<file path="src/rtl/mem_access_stage_pkg.sv">
// Shared definitions for the MEM stage: load/store opcodes, access sizes, FSM states.
// Latency: n/a (types and pure functions only).
// Backpressure: n/a.
package mem_access_stage_pkg;

    localparam logic [5:0] OP_LB  = 6'h20;
    localparam logic [5:0] OP_LH  = 6'h21;
    localparam logic [5:0] OP_LW  = 6'h23;
    localparam logic [5:0] OP_LBU = 6'h24;
    localparam logic [5:0] OP_LHU = 6'h25;
    localparam logic [5:0] OP_SB  = 6'h28;
    localparam logic [5:0] OP_SH  = 6'h29;
    localparam logic [5:0] OP_SW  = 6'h2B;

    typedef enum logic [1:0] {SZ_B, SZ_H, SZ_W} size_t;
    typedef enum logic       {IDLE, BUSY}       state_t;

    // Unknown opcodes carrying a memop fall back to a word access.
    function automatic size_t op_size(input logic [5:0] op);
        case (op)
            OP_LB, OP_LBU, OP_SB: op_size = SZ_B;
            OP_LH, OP_LHU, OP_SH: op_size = SZ_H;
            default:              op_size = SZ_W;
        endcase
    endfunction

    function automatic logic op_signed(input logic [5:0] op);
        op_signed = (op == OP_LB) || (op == OP_LH);
    endfunction

endpackage

</file>
<file path="src/rtl/mem_lane_align.sv">
// Little-endian lane steering: byte enables, store replication, load extract/extend, alignment check.
// Latency: purely combinational.
// Backpressure: none; ports: size/addr_lo/rt/rdata/sign in -> be/wdata/ldata/misaligned out.
module mem_lane_align
    import mem_access_stage_pkg::*;
(
    input  size_t       i_size,
    input  logic [1:0]  i_addr_lo,
    input  logic [31:0] i_rt,
    input  logic [31:0] i_rdata,
    input  logic        i_sign,
    output logic [3:0]  o_be,
    output logic [31:0] o_wdata,
    output logic [31:0] o_ldata,
    output logic        o_misaligned
);

    logic [7:0]  w_byte;
    logic [15:0] w_half;

    always_comb begin
        o_be         = 4'b1111;
        o_wdata      = i_rt;
        o_ldata      = i_rdata;
        o_misaligned = 1'b0;
        w_byte       = i_rdata[{i_addr_lo, 3'b000} +: 8];
        w_half       = i_rdata[{i_addr_lo[1], 4'b0000} +: 16];
        case (i_size)
            SZ_B: begin
                o_be    = 4'b0001 << i_addr_lo;
                o_wdata = {4{i_rt[7:0]}};
                o_ldata = {{24{i_sign & w_byte[7]}}, w_byte};
            end
            SZ_H: begin
                o_be         = i_addr_lo[1] ? 4'b1100 : 4'b0011;
                o_wdata      = {2{i_rt[15:0]}};
                o_ldata      = {{16{i_sign & w_half[15]}}, w_half};
                o_misaligned = i_addr_lo[0];
            end
            default: begin
                o_misaligned = |i_addr_lo;
            end
        endcase
    end

endmodule

</file>
<file path="src/rtl/mem_access_stage.sv">
// MEM pipeline stage: issues dmem loads/stores over req/ack, registers the MEM/WB bundle.
// Latency: 1 cycle without memop; >= 2 cycles with memop (ack in first BUSY cycle).
// Backpressure: stall_out holds upstream while a request is outstanding; timeout aborts it.
module mem_access_stage
    import mem_access_stage_pkg::*;
#(
    parameter int TIMEOUT = 16,
    parameter int CNT_W   = 5
) (
    input  logic        clk,
    input  logic        rst,
    input  logic [31:0] ALU_C_IN,
    input  logic [31:0] RT_DATA_IN,
    input  logic [4:0]  reg_rd_in,
    input  logic [31:0] INSTR_IN,
    input  logic        MEMR_IN,
    input  logic        MEMW_IN,
    input  logic        REGW_IN,
    input  logic        MEM2R_IN,
    output logic        dmem_req,
    output logic        dmem_we,
    output logic [31:0] dmem_addr,
    output logic [3:0]  dmem_be,
    output logic [31:0] dmem_wdata,
    input  logic [31:0] dmem_rdata,
    input  logic        dmem_ack,
    output logic        stall_out,
    output logic [31:0] ALU_C_OUT,
    output logic [31:0] MEM_DATA_OUT,
    output logic [31:0] INSTR_OUT,
    output logic [4:0]  reg_rd_out,
    output logic        REGW_OUT,
    output logic        MEM2R_OUT,
    output logic        misalign_err,
    output logic        bus_err
);

    localparam logic [CNT_W-1:0] CNT_LAST = (TIMEOUT > 0) ? CNT_W'(TIMEOUT - 1) : '0;

    state_t             r_state, w_next;
    logic [CNT_W-1:0]   r_cnt;

    logic               w_memop;
    logic [3:0]         w_be;
    logic [31:0]        w_wdata, w_ldata;
    logic               w_misal;
    logic               w_timeout;

    // MEM/WB load controls
    logic               w_bubble;
    logic               w_wb_regw, w_wb_m2r;
    logic [31:0]        w_wb_data;

    assign w_memop = MEMR_IN | MEMW_IN;

    // EX/MEM is frozen by stall_out while BUSY, so the live inputs still describe the access.
    mem_lane_align u_lane (
        .i_size       (op_size(INSTR_IN[31:26])),
        .i_addr_lo    (ALU_C_IN[1:0]),
        .i_rt         (RT_DATA_IN),
        .i_rdata      (dmem_rdata),
        .i_sign       (op_signed(INSTR_IN[31:26])),
        .o_be         (w_be),
        .o_wdata      (w_wdata),
        .o_ldata      (w_ldata),
        .o_misaligned (w_misal)
    );

    assign w_timeout = (TIMEOUT > 0) && (r_cnt == CNT_LAST);

    always_comb begin
        w_next       = r_state;
        stall_out    = 1'b0;
        misalign_err = 1'b0;
        bus_err      = 1'b0;
        w_bubble     = 1'b0;
        w_wb_regw    = REGW_IN;
        w_wb_m2r     = MEM2R_IN;
        w_wb_data    = '0;
        case (r_state)
            IDLE: begin
                if (w_memop && w_misal) begin
                    misalign_err = 1'b1;
                    w_wb_regw    = 1'b0;
                    w_wb_m2r     = 1'b0;
                end else if (w_memop) begin
                    stall_out = 1'b1;
                    w_bubble  = 1'b1;
                    w_next    = BUSY;
                end
            end
            BUSY: begin
                // ack takes priority over a coincident timeout
                if (dmem_ack) begin
                    w_wb_data = MEMW_IN ? 32'd0 : w_ldata;
                    w_next    = IDLE;
                end else if (w_timeout) begin
                    bus_err   = 1'b1;
                    w_wb_regw = 1'b0;
                    w_next    = IDLE;
                end else begin
                    stall_out = 1'b1;
                    w_bubble  = 1'b1;
                end
            end
            default: w_next = IDLE;
        endcase
    end

    always_ff @(posedge clk) begin
        if (rst) begin
            r_state      <= IDLE;
            r_cnt        <= '0;
            dmem_req     <= 1'b0;
            dmem_we      <= 1'b0;
            dmem_addr    <= '0;
            dmem_be      <= '0;
            dmem_wdata   <= '0;
            ALU_C_OUT    <= '0;
            MEM_DATA_OUT <= '0;
            INSTR_OUT    <= '0;
            reg_rd_out   <= '0;
            REGW_OUT     <= 1'b0;
            MEM2R_OUT    <= 1'b0;
        end else begin
            r_state <= w_next;
            r_cnt   <= (r_state == BUSY && w_next == BUSY) ? r_cnt + CNT_W'(1) : '0;

            if (r_state == IDLE && w_next == BUSY) begin
                dmem_req   <= 1'b1;
                dmem_we    <= MEMW_IN;
                dmem_addr  <= {ALU_C_IN[31:2], 2'b00};
                dmem_be    <= w_be;
                dmem_wdata <= w_wdata;
            end else if (r_state == BUSY && w_next == IDLE) begin
                dmem_req   <= 1'b0;
                dmem_we    <= 1'b0;
                dmem_addr  <= '0;
                dmem_be    <= '0;
                dmem_wdata <= '0;
            end

            if (w_bubble) begin
                ALU_C_OUT    <= '0;
                MEM_DATA_OUT <= '0;
                INSTR_OUT    <= '0;
                reg_rd_out   <= '0;
                REGW_OUT     <= 1'b0;
                MEM2R_OUT    <= 1'b0;
            end else begin
                ALU_C_OUT    <= ALU_C_IN;
                MEM_DATA_OUT <= w_wb_data;
                INSTR_OUT    <= INSTR_IN;
                reg_rd_out   <= reg_rd_in;
                REGW_OUT     <= w_wb_regw;
                MEM2R_OUT    <= w_wb_m2r;
            end
        end
    end

endmodule

</file>
<file path="config.mk">
export PLATFORM = sky130hd
export DESIGN_NAME = mem_access_stage
export DESIGN_NICKNAME = d
export VERILOG_FILES = /design/src/rtl/mem_access_stage_pkg.sv /design/src/rtl/mem_lane_align.sv /design/src/rtl/mem_access_stage.sv
export SDC_FILE = /design/constraint.sdc
export NUM_CORES = 1
export LEC_CHECK = 0
export CAP_MARGIN = 25
export CORE_UTILIZATION = 41
export CTS_CLUSTER_DIAMETER = 120
export DETAILED_ROUTE_END_ITERATION = 8
export HOLD_SLACK_MARGIN = 0.08
export PLACE_DENSITY = 0.76
export SYNTH_ARGS = -nofsm -noshare
export SYNTH_HDL_FRONTEND = slang
export SYNTH_SLANG_ARGS = --single-unit
</file>
<file path="constraint.sdc">
create_clock -name clk -period 2.7 [get_ports clk]
set_input_delay 0.405 -clock clk [delete_from_list [all_inputs] [get_ports clk]]
set_output_delay 0.405 -clock clk [all_outputs]
set_load 0.005 [all_outputs]
</file>
==> results.sh, run 1 <==
export IMPL_vdd_drop_max_v=0.0004245
export IMPL_grt_pass1_vias=5486
export IMPL_synth_async_reset_ratio=0
export IMPL_finalCriticalPeriod_ns=2.491
export IMPL_synth_area_per_cell_um2=10.32
export IMPL_tritoncts="yes"
export IMPL_clk_path_buf_depth=2
export IMPL_io_buffers=313
export IMPL_rsz0062_at_grt="no"
export IMPL_drtIter0Drc=284
export IMPL_io_pins=316
export IMPL_globalplace_congestion=0.7782
export IMPL_synth_seq_area_share=0.5291
export IMPL_final_layout_size_suffix_gt1_frac=0.1004
export IMPL_clk_latency_ns=0.42
export IMPL_wl_mm=19.78
export IMPL_multi_input_area_mm2=0.002835
export IMPL_diodes=0
export IMPL_maxSlewViolCount=0
export IMPL_drc=0
export IMPL_clk_pin_slew_ns=0.06
export IMPL_synth_edff_count=0
export IMPL_syn_inst=649
export IMPL_wl_per_cell_um=16.59
export IMPL_wl_met2_mm=9.779
export IMPL_fin_crit_sh=0.9227
export IMPL_max_cap_violations=0
export IMPL_synthFlopType="dfxtp_1"
export IMPL_synth_commonest_cells="dfxtp_1 (177), and2_1 (68), nand2_1 (50)"
export IMPL_crit_start="INSTR_IN[30]"
export IMPL_setup_slack_ns=0.2088
export IMPL_endpoint="stall_out"
export IMPL_grt_overflow=0
export IMPL_grt_pass1_wl_mm=29.29
export IMPL_dr_pass1_iters=4
export IMPL_final_nets=1105
export IMPL_ys_warn_count=0
export IMPL_ys_ff_latch=177
export IMPL_r2r_slack_ns=0.46
export IMPL_die_area_mm2=0.01685
export IMPL_num_fill_cells=1304
export IMPL_required_ns=2.30
export IMPL_synth_cell_types=56
export IMPL_setup_viol=0
export IMPL_powerDensity_mw_per_mm2=566.8
export IMPL_die_y_um=129.8
export IMPL_grt_max_degree=45
export IMPL_area_growth_pct=60.09
export IMPL_cp_data_arrival_time_ns=2.09
export IMPL_grt_use_total=0.2282
export IMPL_r2r_start="r_cnt[0]"
export IMPL_dpl_hpwl_mm=14.40
export IMPL_cts_sinks=177
export IMPL_critPathLaunchType="input port"
export IMPL_num_vias=5750
export IMPL_synth_top_cell_by_area="dfxtp_1"
export IMPL_fin_skew_ns=0.007316
export IMPL_synth_area_mm2=0.006696
export IMPL_synth_top_cell_area_share=0.5291
export IMPL_tightest_slew_ns=0.7517
export IMPL_htreeDepth=4
export IMPL_slew_headroom=0.4989
export IMPL_dp_slack_ns=-0.1126
export IMPL_synth_most_common_cell="dfxtp_1"
export IMPL_fmax_mhz=401.4
export IMPL_cp_max_fo=3
export IMPL_avgViaCountPerCell=4.824
export IMPL_critPathCaptureType="output port"
export IMPL_r2r_end="dmem_wdata[19]"
export IMPL_antenna_found_initial=0
export IMPL_cts_buffers=17
export IMPL_regArea_mm2=0.003543
export IMPL_reg2reg_depth=8
export IMPL_cts_setup_buffers=0
export IMPL_core_mm2=0.01594
export IMPL_wl_met3_mm=1.639
export IMPL_cts_root_buf="clkbuf_16"
export IMPL_hold_viol_final=0
export IMPL_top_layer_used="met4"
export IMPL_met1Wirelength_mm=8.123
export IMPL_leakage_nw=4.328
export IMPL_status="completed"
export IMPL_worstSetupPathType="in -> out"
export IMPL_die_width_um=129.8
export IMPL_initial_core_util=0.4200
export IMPL_final_antenna_net_count=0
export IMPL_synthTopCellsByArea="dfxtp_1 (53%), mux2i_1 (7.3%), and2_1 (6.4%)"
export IMPL_worstHoldPathType="reg -> reg"
export IMPL_num_rows=46
export IMPL_final_setup_tns_ns=0
==> critical path: stages <==
cell and delay [ns]:
clkdlybuf4s50_1 0.46, or3b_4 0.43, o31ai_4 0.29, nand3_2 0.13, nand2_1 0.07, dlygate4sd2_1 0.29
==> per-layer routing <==
metal | vias to the layer above | track usage
met5 | - | 0
met4 | 0 | 0.06430
met3 | 16 | 0.07995
met2 | 211 | 0.3970
met1 | 2689 | 0.2651
li1 | 2834 | -
==> per-stage QoR <==
step,instance area (um2),power [mW],utilization,hold slack (ns),instances
finish,10720,6.076,0.6724,0.4495,1192
global route,10720,6.308,0.6724,0.4708,1192
CTS,10710,6.132,0.6718,0.4525,1191
detailed placement,10150,3.781,0.6366,0.4413,1159
global placement,10150,3.770,0.6366,0.4330,1159
floorplan,6700,3.185,-,0.4175,650
==> cell type report <==
type | instances | area share
Clock buffer | 18 | 0.04003
Clock inverter | 14 | 0.01225
Inverter | 29 | 0.01015
Multi-Input combinational cell | 396 | 0.2645
Sequential cell | 177 | 0.3305
Tap cell | 216 | 0.02521
Timing Repair Buffer | 342 | 0.3173
==> registers in the layout, indices dropped and copies added, names as in the netlist <==
name          cells
ALU_C_OUT        32
INSTR_OUT        32
MEM2R_OUT         1
MEM_DATA_OUT     32
REGW_OUT          1
dmem_addr        30
dmem_be           4
dmem_req          1
dmem_wdata       32
dmem_we           1
r_cnt             5
r_state           1
reg_rd_out        5
==> logic make-up (layout without fill, tap and decap cells) <==
group / after synthesis / after routing / share of synthesized area
buffers and inverters: 77 / 403 / 0.05288
other: 1 / 2 / 0.0005600
muxes: 57 / 57 / 0.1007
and+or+nand+nor: 223 / 223 / 0.1839
xor gates and xnor gates: 3 / 3 / 0.003924
DFF: 177 / 177 / 0.5291
AOI/OAI and AO/OA: 109 / 109 / 0.1252
adders and majority gates: 2 / 2 / 0.003736
==> timing repair <==
action                                  in CTS  in global routing
endpoints found under the setup margin       1                  1
hold endpoints to repair                     0                  0
hold buffers                                 0                  0
cloned                                       0                  0
gates resized for setup                      2                  1
==> power breakdown <==
part           internal, mW  total [mW]  switching [mW]
combinational         0.575       0.930           0.354
clock                  1.28        2.36            1.07
sequential             2.74        2.79          0.0481
==> worst min path at each step <==
stage / startpoint / end / slack (ns) / cells after the start
after floorplan: r_cnt[0] / r_cnt[0] / 0.42 / 1
after global placement: r_cnt[0] / r_cnt[0] / 0.43 / 1
after detailed placement: r_cnt[0] / r_cnt[0] / 0.44 / 1
after CTS: r_cnt[0] / r_cnt[0] / 0.45 / 1
after global routing: r_cnt[0] / r_cnt[0] / 0.47 / 1
final: r_cnt[0] / r_cnt[0] / 0.45 / 1
==> cell usage in the layout, fill, tap and decap left out, types with 16 or more instances in the layout <==
master	Yosys	layout
nor2_1	26	26
buf_4	5	25
mux2i_1	49	49
dfxtp_1	177	177
and2_1	68	68
clkbuf_16	0	17
nand2b_1	47	47
nand2_1	50	50
inv_1	29	29
o32ai_1	18	18
o22ai_1	17	17
a21o_2	16	16
a21oi_1	20	20
clkdlybuf4s50_1	0	311
Power figures use the tool's default switching activity.
==> run 2, diff against run 1 <==
--- a/config.mk
+++ b/config.mk
@@ -5,12 +5,13 @@
 export SDC_FILE = /design/constraint.sdc
 export NUM_CORES = 1
 export LEC_CHECK = 0
+export ABC_AREA = 1
 export CAP_MARGIN = 25
-export CORE_UTILIZATION = 41
+export CORE_UTILIZATION = 42
 export CTS_CLUSTER_DIAMETER = 120
 export DETAILED_ROUTE_END_ITERATION = 8
 export HOLD_SLACK_MARGIN = 0.08
-export PLACE_DENSITY = 0.76
+export PLACE_DENSITY = 0.77
 export SYNTH_ARGS = -nofsm -noshare
 export SYNTH_HDL_FRONTEND = slang
 export SYNTH_SLANG_ARGS = --single-unit
==> constraint.sdc (replaced) <==
create_clock -name clk -period 2.5 [get_ports clk]
set_input_delay 0.375 -clock clk [delete_from_list [all_inputs] [get_ports clk]]
set_output_delay 0.375 -clock clk [all_outputs]
set_load 0.005 [all_outputs]
==> run 2 against run 1 <==
  * Cell count grew 24%
  * Critical path depth grew 4
  * Clock power grew 14%
  * Critical path type unchanged
  * Clock skew grew 0.0050 ns
  * First-iteration DRC count grew 50%
  * Cell area grew 2.7%
  * Area after synthesis grew 3.1%
==> results.sh, run 2 <==
export IMPL_synth_seq_area_share=0.5131
export IMPL_fin_crit_sh=0.9522
export IMPL_area_growth_pct=59.38
export IMPL_grt_pass1_vias=6578
export IMPL_die_width_um=130.2
export IMPL_fin_area_mm2=0.01101
export IMPL_critPathLaunchType="input port"
export IMPL_synth_area_mm2=0.006905
export IMPL_cpPeakStageDelay_ns=0.52
export IMPL_leakage_nw=4.815
export IMPL_tightest_slew_ns=0.6629
export IMPL_vdd_drop_max_v=0.0005001
export IMPL_synth_commonest_cells="nor2_1 (230), dfxtp_1 (177), nand2_1 (136)"
export IMPL_cp_max_fo=3
export IMPL_required_ns=2.12
export IMPL_synth_edff_count=0
export IMPL_worstHoldPathType="in -> reg"
export IMPL_fin_skew_ns=0.01234
export IMPL_final_util=0.6903
export IMPL_synthTopCellsByArea="dfxtp_1 (51%), nor2_1 (13%), nand2_1 (7.4%)"
export IMPL_setup_viol=0
export IMPL_critPathTopFamily="buffers and inverters"
export IMPL_synth_top_cell_by_area="dfxtp_1"
export IMPL_cp_depth=10
export IMPL_powerDensity_mw_per_mm2=619.9
export IMPL_die_y_um=130.2
export IMPL_num_fill_cells=1340
export IMPL_wl_per_cell_um=15.10
export IMPL_grt_pass1_wl_mm=33.86
export IMPL_path_buf_inv=4
export IMPL_final_setup_tns_ns=0
export IMPL_fmax_mhz=420.1
export IMPL_synth_area_per_cell_um2=7.354
export IMPL_clk_latency_ns=0.43
export IMPL_core_mm2=0.01594
export IMPL_cts_buffers=17
export IMPL_clk_pin_slew_ns=0.07
export IMPL_layout_common_cells="clkdlybuf4s50_1 (309), nor2_1 (230), dfxtp_1 (176)"
export IMPL_max_cap_violations=0
export IMPL_avgViaCountPerCell=4.764
export IMPL_clk_path_buf_depth=2
export IMPL_worstSetupPathType="in -> out"
export IMPL_finalCriticalPeriod_ns=2.381
export IMPL_tritoncts="yes"
export IMPL_final_antenna_net_count=0
export IMPL_io_buffers=313
export IMPL_status="completed"
export IMPL_ys_ff_latch=177
export IMPL_antenna_found_initial=2
export IMPL_r2r_end="INSTR_OUT[14]"
export IMPL_grt_overflow=0
export IMPL_dr_pass1_iters=5
export IMPL_crit_start="INSTR_IN[28]"
export IMPL_htreeDepth=4
export IMPL_final_layout_size_suffix_gt1_frac=0.07504
export IMPL_regArea_mm2=0.003545
export IMPL_hold_path_end="INSTR_OUT[31]"
export IMPL_hold_buffers=0
export IMPL_synth_top_cell_area_share=0.5131
export IMPL_drtIter0Drc=425
export IMPL_r2r_start="r_cnt[0]"
export IMPL_synth_cell_types=31
export IMPL_slowest_stage="clkdlybuf4s50_1"
export IMPL_worstHoldStart="INSTR_IN[31]"
export IMPL_syn_inst=939
export IMPL_die_area_mm2=0.01696
export IMPL_dpl_hpwl_mm=16.49
export IMPL_critPathCaptureType="output port"
export IMPL_cts_sinks=177
export IMPL_cts_root_buf="clkbuf_16"
export IMPL_synthFlopType="dfxtp_1"
export IMPL_grt_use_total=0.2609
export IMPL_multi_input_area_mm2=0.002618
export IMPL_wl_mm=22.41
export IMPL_maxSlewViolCount=0
export IMPL_rsz0062_at_grt="no"
export IMPL_num_rows=46
export IMPL_r2r_slack_ns=0.70
export IMPL_cp_common_cell="nand2_2"
export IMPL_placed_area_mm2=0.01039
export IMPL_slew_headroom=0.5580
export IMPL_ys_warn_count=0
export IMPL_final_common_cell="clkdlybuf4s50_1"
export IMPL_io_pins=316
export IMPL_grt_max_degree=70
export IMPL_reg2reg_depth=11
export IMPL_cp_data_arrival_time_ns=2.01
export IMPL_hold_viol_final=0
export IMPL_path_cells="clkdlybuf4s50_1 > nand2_2 > nand2_2 > inv_1 > nand2_2 > nand3_4 > nand2_2 > nand2_1 > inv_1 > clkdlybuf4s50_1"
export IMPL_final_nets=1396
export IMPL_synth_async_reset_ratio=0
export IMPL_drc=0
export IMPL_initial_core_util=0.4331
export IMPL_min_path_cells=3
export IMPL_num_vias=7070
export IMPL_synth_most_common_cell="nor2_1"
export IMPL_globalplace_congestion=0.8755
run 2: layer usage:
metal | track usage | vias up | share of wire
li1 | - | 3527 | -
met1 | 0.2950 | 3190 | 0.38
met2 | 0.4471 | 308 | 0.48
met3 | 0.08774 | 45 | 0.11
met4 | 0.1122 | 0 | 0.030
met5 | 0 | - | 0
run 2: how the worst max path moves through the flow:
stage | to | slack (ns)
after CTS | stall_out | 0.006
after detailed placement | misalign_err | 0.04
final | misalign_err | 0.12
after global routing | misalign_err | 0.03
after global placement | misalign_err | 0.1
after floorplan | dmem_addr[16] | 0.70
run 2: where the power goes:
part | internal [mW] | switching, mW | total (mW)
clock | 1.51 | 1.17 | 2.68
sequential | 2.97 | 0.0555 | 3.02
combinational | 0.624 | 0.498 | 1.12
total | 5.10 | 1.72 | 6.82
run 2: worst reg2reg max path: stages (launching register included):
cell     delay [ns]
dfxtp_2        0.33
ha_1           0.20
nand2_1        0.08
nor2_1         0.05
ha_2           0.18
inv_1          0.08
nand3_1        0.12
nand2_2        0.11
inv_2          0.05
nand2_4        0.20
buf_4          0.24
nor2_1         0.07
run 2: logic make-up after synthesis:
| logic type | count (synthesis) | share of synthesized area |
|---|---|---|
| AO/OA/AOI/OAI | 106 | 0.08190 |
| adder cells (fa/ha/maj) | 2 | 0.003623 |
| buffers and inverters | 178 | 0.1111 |
| flip-flops | 177 | 0.5131 |
| other | 1 | 0.0005431 |
| AND/OR/NAND/NOR | 475 | 0.2897 |
run 2: timing repair:
| action | in CTS | in global routing |
|---|---|---|
| buffers inserted | 1 | 0 |
| resized for setup | 3 | 4 |
| endpoints found under the hold margin | 0 | 0 |
| endpoints found under the setup margin | 2 | 2 |
| pin swaps | 3 | 0 |
run 2: final cells by class:
| class | count | area share |
|---|---|---|
| Multi-Input combinational cell | 585 | 0.2378 |
| Timing Repair Buffer | 349 | 0.3193 |
| Antenna cell | 2 | 0.0004548 |
| Clock buffer | 18 | 0.03990 |
| Inverter | 124 | 0.04229 |
| Sequential cell | 177 | 0.3221 |
| Clock inverter | 13 | 0.01353 |
| Tap cell | 216 | 0.02456 |
run 2: through the flow:
| stage | setup WS, ns | hold slack [ns] | total power, mW | cells |
|---|---|---|---|---|
| floorplan | 0.6998 | 0.4175 | 3.513 | 940 |
| global placement | 0.09617 | 0.4316 | 4.189 | 1450 |
| detailed placement | 0.04402 | 0.4330 | 4.208 | 1450 |
| CTS | 0.005614 | 0.4134 | 6.861 | 1482 |
| global route | 0.03088 | 0.2873 | 7.087 | 1484 |
| finish | 0.1195 | 0.2454 | 6.822 | 1484 |
